===== src/rtl/demux_4_reg_pkg.sv =====
// Shared definitions for the registered 1-to-4 demultiplexer.
//   NUM_LANES    : number of output lanes
//   SEL_W        : width of the lane select
//   CNT_W        : width of the accepted-word counter
//   lane_state_t : per-lane occupancy state
package demux_4_reg_pkg;

    localparam int NUM_LANES = 4;
    localparam int SEL_W     = 2;
    localparam int CNT_W     = 8;

    typedef enum logic {
        LANE_EMPTY = 1'b0,
        LANE_FULL  = 1'b1
    } lane_state_t;

endpackage


===== src/rtl/demux_4_reg_lane.sv =====
// demux_lane: one output lane of the demultiplexer. It holds a single word
// together with an EMPTY/FULL state.
//   clk   : clock, rising edge
//   reset : asynchronous active-high reset
//   load  : capture d this cycle. Only asserted when the lane is EMPTY or is
//           being acked in the same cycle.
//   ack   : consumer takes the held word. Ignored while EMPTY.
//   d     : incoming word
//   q     : held word. It keeps its last value after the lane empties.
//   valid : lane holds an unconsumed word
module demux_lane
    import demux_4_reg_pkg::*;
#(
    parameter int WIDTH = 32
) (
    input  logic             clk,
    input  logic             reset,
    input  logic             load,
    input  logic             ack,
    input  logic [WIDTH-1:0] d,
    output logic [WIDTH-1:0] q,
    output logic             valid
);

    lane_state_t state, state_nxt;

    // state register
    always_ff @(posedge clk or posedge reset) begin
        if (reset) state <= LANE_EMPTY;
        else       state <= state_nxt;
    end

    // next-state logic
    always_comb begin
        state_nxt = state;
        unique case (state)
            LANE_EMPTY: if (load) state_nxt = LANE_FULL;
            // A load while FULL always coincides with an ack, so the lane
            // refills in place and stays FULL.
            LANE_FULL:  if (!load && ack) state_nxt = LANE_EMPTY;
            default:    state_nxt = LANE_EMPTY;
        endcase
    end

    // output logic
    always_comb begin
        valid = (state == LANE_FULL);
    end

    // The holding register is not cleared on drain. Only reset zeroes it.
    always_ff @(posedge clk or posedge reset) begin
        if (reset)     q <= '0;
        else if (load) q <= d;
    end

endmodule


===== src/rtl/demux_4_reg.sv =====
// demux_4_reg: registered 1-to-4 demultiplexer with valid/ready handshaking.
// A word on d is steered by select into one of four holding lanes. Each lane
// has its own valid/ack handshake.
//   clk          : clock, rising edge
//   reset        : asynchronous active-high reset
//   d            : input word
//   select       : destination lane 0..3
//   in_valid     : d/select valid this cycle
//   in_ready     : the block accepts d this cycle (combinational from
//                  select, q_ack and lane state)
//   q            : lane data, lane i at [i*WIDTH +: WIDTH]
//   q_valid      : lane i holds an unconsumed word
//   q_ack        : lane i consumer takes its word this cycle
//   accept_count : accepted words, modulo 256
module demux_4_reg
    import demux_4_reg_pkg::*;
#(
    parameter int WIDTH = 32
) (
    input  logic                       clk,
    input  logic                       reset,
    input  logic [WIDTH-1:0]           d,
    input  logic [SEL_W-1:0]           select,
    input  logic                       in_valid,
    output logic                       in_ready,
    output logic [NUM_LANES*WIDTH-1:0] q,
    output logic [NUM_LANES-1:0]       q_valid,
    input  logic [NUM_LANES-1:0]       q_ack,
    output logic [CNT_W-1:0]           accept_count
);

    logic [NUM_LANES-1:0]            tgt;
    logic [NUM_LANES-1:0]            load;
    logic [NUM_LANES-1:0][WIDTH-1:0] q_lane;
    logic                            accept;

    // A target lane can take a word when it is empty, or when its current
    // word leaves in this same cycle. in_valid does not take part.
    assign in_ready = !q_valid[select] || q_ack[select];
    assign accept   = in_valid && in_ready;

    for (genvar i = 0; i < NUM_LANES; i++) begin : g_lane
        localparam logic [SEL_W-1:0] ID = SEL_W'(i);

        // Decoder term: AND of each select bit or its inversion, chosen to
        // match this lane's index.
        assign tgt[i]  = in_valid && (&(select ~^ ID));
        assign load[i] = tgt[i] && in_ready;

        demux_lane #(.WIDTH(WIDTH)) u_lane (
            .clk   (clk),
            .reset (reset),
            .load  (load[i]),
            .ack   (q_ack[i]),
            .d     (d),
            .q     (q_lane[i]),
            .valid (q_valid[i])
        );
    end

    assign q = q_lane;

    always_ff @(posedge clk or posedge reset) begin
        if (reset)       accept_count <= '0;
        else if (accept) accept_count <= accept_count + 1'b1;
    end

endmodule


===== config.mk =====
export PLATFORM = sky130hd
export DESIGN_NAME = demux_4_reg
export DESIGN_NICKNAME = d
export VERILOG_FILES = /design/src/rtl/demux_4_reg_pkg.sv /design/src/rtl/demux_4_reg_lane.sv /design/src/rtl/demux_4_reg.sv
export SDC_FILE = /design/constraint.sdc
export NUM_CORES = 1
export LEC_CHECK = 0
export ABC_AREA = 1
export CAP_MARGIN = 20
export CORE_ASPECT_RATIO = 1.5
export CORE_MARGIN = 10
export CORE_UTILIZATION = 30
export DETAILED_ROUTE_END_ITERATION = 7
export PLACE_DENSITY_LB_ADDON = 0.08
export SETUP_SLACK_MARGIN = 0.5
export SLEW_MARGIN = 20
export SYNTH_ARGS = -nofsm -noshare
export SYNTH_HDL_FRONTEND = slang
export SYNTH_SLANG_ARGS = --single-unit
export TNS_END_PERCENT = 5

===== constraint.sdc =====
create_clock -name clk -period 5.3 [get_ports clk]
set_clock_uncertainty 0.2 [all_clocks]
set_input_delay 1.06 -clock clk [delete_from_list [all_inputs] [get_ports clk]]
set_output_delay 1.06 -clock clk [all_outputs]
set_load 0.03 [all_outputs]

==> qor.yml <==
placement:
  gp_congestion: 0.803
  dp_hpwl_mm: 14.0
  portBuffers: 181
  place_inst: 1058
  place_area_um2: 7790
  pre_cts_ws_ps: 816
cts:
  cts_tree: "yes"
  post_cts_buffers: 0
  cts_hold_buf: 0
  cts_resized: 0
  clkTransAtPathRegs_ps: 60
  cts_made_buffers: 17
  clk_latency_ps: 420
  htree_levels: 4
  clkSinkCount: 140
  cts.path.max_buffers: 2
  cts-root-buf: "clkbuf_16"
floorplanning:
  die_width_um: 133
  start_util: 0.307
  std_cell_rows: 61
  pin_count: 182
  core_area_um2: 18700
  die_area_um2: 25100
  die_y_um: 189
sta:
  hold_viol_final: 0
  rsz0062_at_grt: "false"
  final.period_utilization: 0.811
  maxSlewViolCount: 0
  slew_headroom: 0.393
  setup_viol: 0
  hold_slack_ps: 269
  worst_pin_slew_ps: 911
  fin_tns_setup_ps: 0
  setup_slack_ps: 1000
  fmax_mhz: 233
  post-route-min-period_ps: 4300
global_routing:
  grt.met3_usage: 0.0517
  met1_usage: 0.181
  globalRoute.totalOverflow: 0
  grt_most_used_layer: "met2"
  grt_max_degree: 93
  antenna_found_initial: 0
  grt_usage: 0.161
  grt_pass1_wl_mm: 31.5
  grt_pass1_vias: 5329
  gr-usage-met2: 0.277
power:
  p_sw_frac: 0.350
  power.total_mw: 3.92
  p_int_mw: 2.55
  powerDensity_nw_per_um2: 467
  clkPwrFrac: 0.308
  power_frac_comb: 0.324
  switchingPower_mw: 1.37
  p_leak_nw: 4.10
  vdd_drop_max_uv: 163
  power_frac_seq: 0.368
drt:
  drt_pre_antenna_iters: 5
  detail-route-antenna-nets: 0
  routed_wl_mm: 20.2
  vias_per_cell: 4.68
  vias: 5091
  drt_iter0_markers: 363
  wl_per_cell_um: 18.6
  drc: 0
logic_synthesis:
  synth_area_leader_cell: "dfrtp_1"
  yosysSeqAreaShare: 0.611
  synth.cell_area_um2: 5730
  synth.distinct_cells: 17
  synthFlopType: "dfrtp_1"
  netlist_instances: 656
  synth_edf_count: 0
  synth.top_cells.by_area: "dfrtp_1 61%, nand2_1 20%, nand3_1 12%"
  synth_nets: 698
  yosys_warnings: 0
  async_reset_ff_frac: 1.00
  synth_top_area_share: 0.611
  ys_ff_latch: 140
  avgSynthCellArea_um2: 8.74
hold_path:
  worstHoldPathType: "flop to flop"
  min_from: "g_lane[0].u_lane.q[2]"
finish:
  design_area_um2: 8380
  fillers: 1837
  final_nets: 867
  multi_input_area_um2: 2000
  num_antenna_cells: 0
  drive_above_1_share: 0.0575
  area_growth_pct: 46.1
  seq_area_um2: 3500
  fin_util: 0.448
  instances_no_fill: 1087
setup_path:
  r2r_start: "g_lane[0].u_lane.valid"
  r2r_setup_slack_ps: 2360
  end_kind: "primary output"
  cp.arrival_ps: 3040
  path_class: "primary input to primary output"
  required_ps: 4040
  crit_path_max_fanout: 7
  cp-startpoint: "select[0]"
  start_kind: "primary input"
flow_run:
  drv_cap: 0
run_status:
  run_status: "finished, final reports clean"
## synth_stat cells (2+ instances only)
| cell | instances |
|---|---|
| nand3_1 | 142 |
| xnor2_1 | 2 |
| inv_1 | 10 |
| buf_4 | 5 |
| nand2_1 | 298 |
| dfrtp_1 | 140 |
| clkbuf_1 | 12 |
| o21ai_0 | 6 |
| nor3_2 | 4 |
| buf_2 | 26 |
| nor2_1 | 4 |
| inv_2 | 2 |
## routing by layer
metal / vias to the layer above / share of wire
met2: 182 / 0.52
li1: 2436 / -
met4: 0 / 0.014
met1: 2454 / 0.40
met5: - / 0
met3: 19 / 0.067
## flip-flops by register name, summed over array words and instances (netlist names)
| name | count |
|---|---|
| g_lane.u_lane.valid | 4 |
| accept_count | 8 |
| g_lane.u_lane.q | 128 |
## layout make-up
cell class / instances / area share
clock buffers: 22 / 0.0566
clock inverters: 7 / 0.0137
repair buffers: 194 / 0.229
multi-input cells: 460 / 0.238
inverters: 12 / 0.00583
flip-flops and latches: 140 / 0.418
well taps: 252 / 0.0376
## power groups by stage
stage	clock (mW)	combinational [mW]	sequential, mW
floorplan	0	0.268	1.85
global placement	0	1.28	1.46
finish	1.21	1.27	1.44
detailed placement	0	1.29	1.46
global route	1.28	1.36	1.47
CTS	1.23	1.29	1.44
## cell families (layout without fill, tap and decap cells)
kind of cell    count (synthesis)  count (layout)  share of synthesized area
compound gates                  6               6                    0.00524
xor+xnor                        3               3                    0.00458
fa+ha+maj                       1               1                    0.00218
buf+inv                        56             235                     0.0456
flops                         140             140                      0.611
simple gates                  450             450                      0.331
## layout by cell type, fill, tap and decap left out, types with 2 or more instances in the layout
cell,n
buf_4,12
o21ai_0,6
nand3_1,142
dfrtp_1,140
clkbuf_1,2
clkinv_2,2
clkbuf_8,3
clkbuf_16,17
clkdlybuf4s50_1,181
inv_1,9
nor2_1,4
clkinvlp_4,3
xnor2_1,2
nand2_1,298
nor3_4,4
bufinv_16,3
inv_2,2
## critical path, stage by stage
cell             delay (ps)
clkdlybuf4s50_1         690
inv_2                   150
nand2_1                  90
nand2_1                  50
nand2_1                  50
nand2_1                  90
nand2_4                  80
clkdlybuf4s50_1         770
## path summary, 6_finish.rpt
| path | cells past startpoint | endpoint |
|---|---|---|
| worst max-delay path | 8 | in_ready |
| worst min-delay path | 2 | g_lane[0].u_lane.q[2] |
| worst max register to register | 10 | accept_count[2] |
| worst min register to register | 2 | g_lane[0].u_lane.q[2] |
| max in group asynchronous | 3 | g_lane[2].u_lane.q[30] |
| min in group asynchronous | 2 | g_lane[0].u_lane.q[15] |
(Power assumes the default switching activity.)
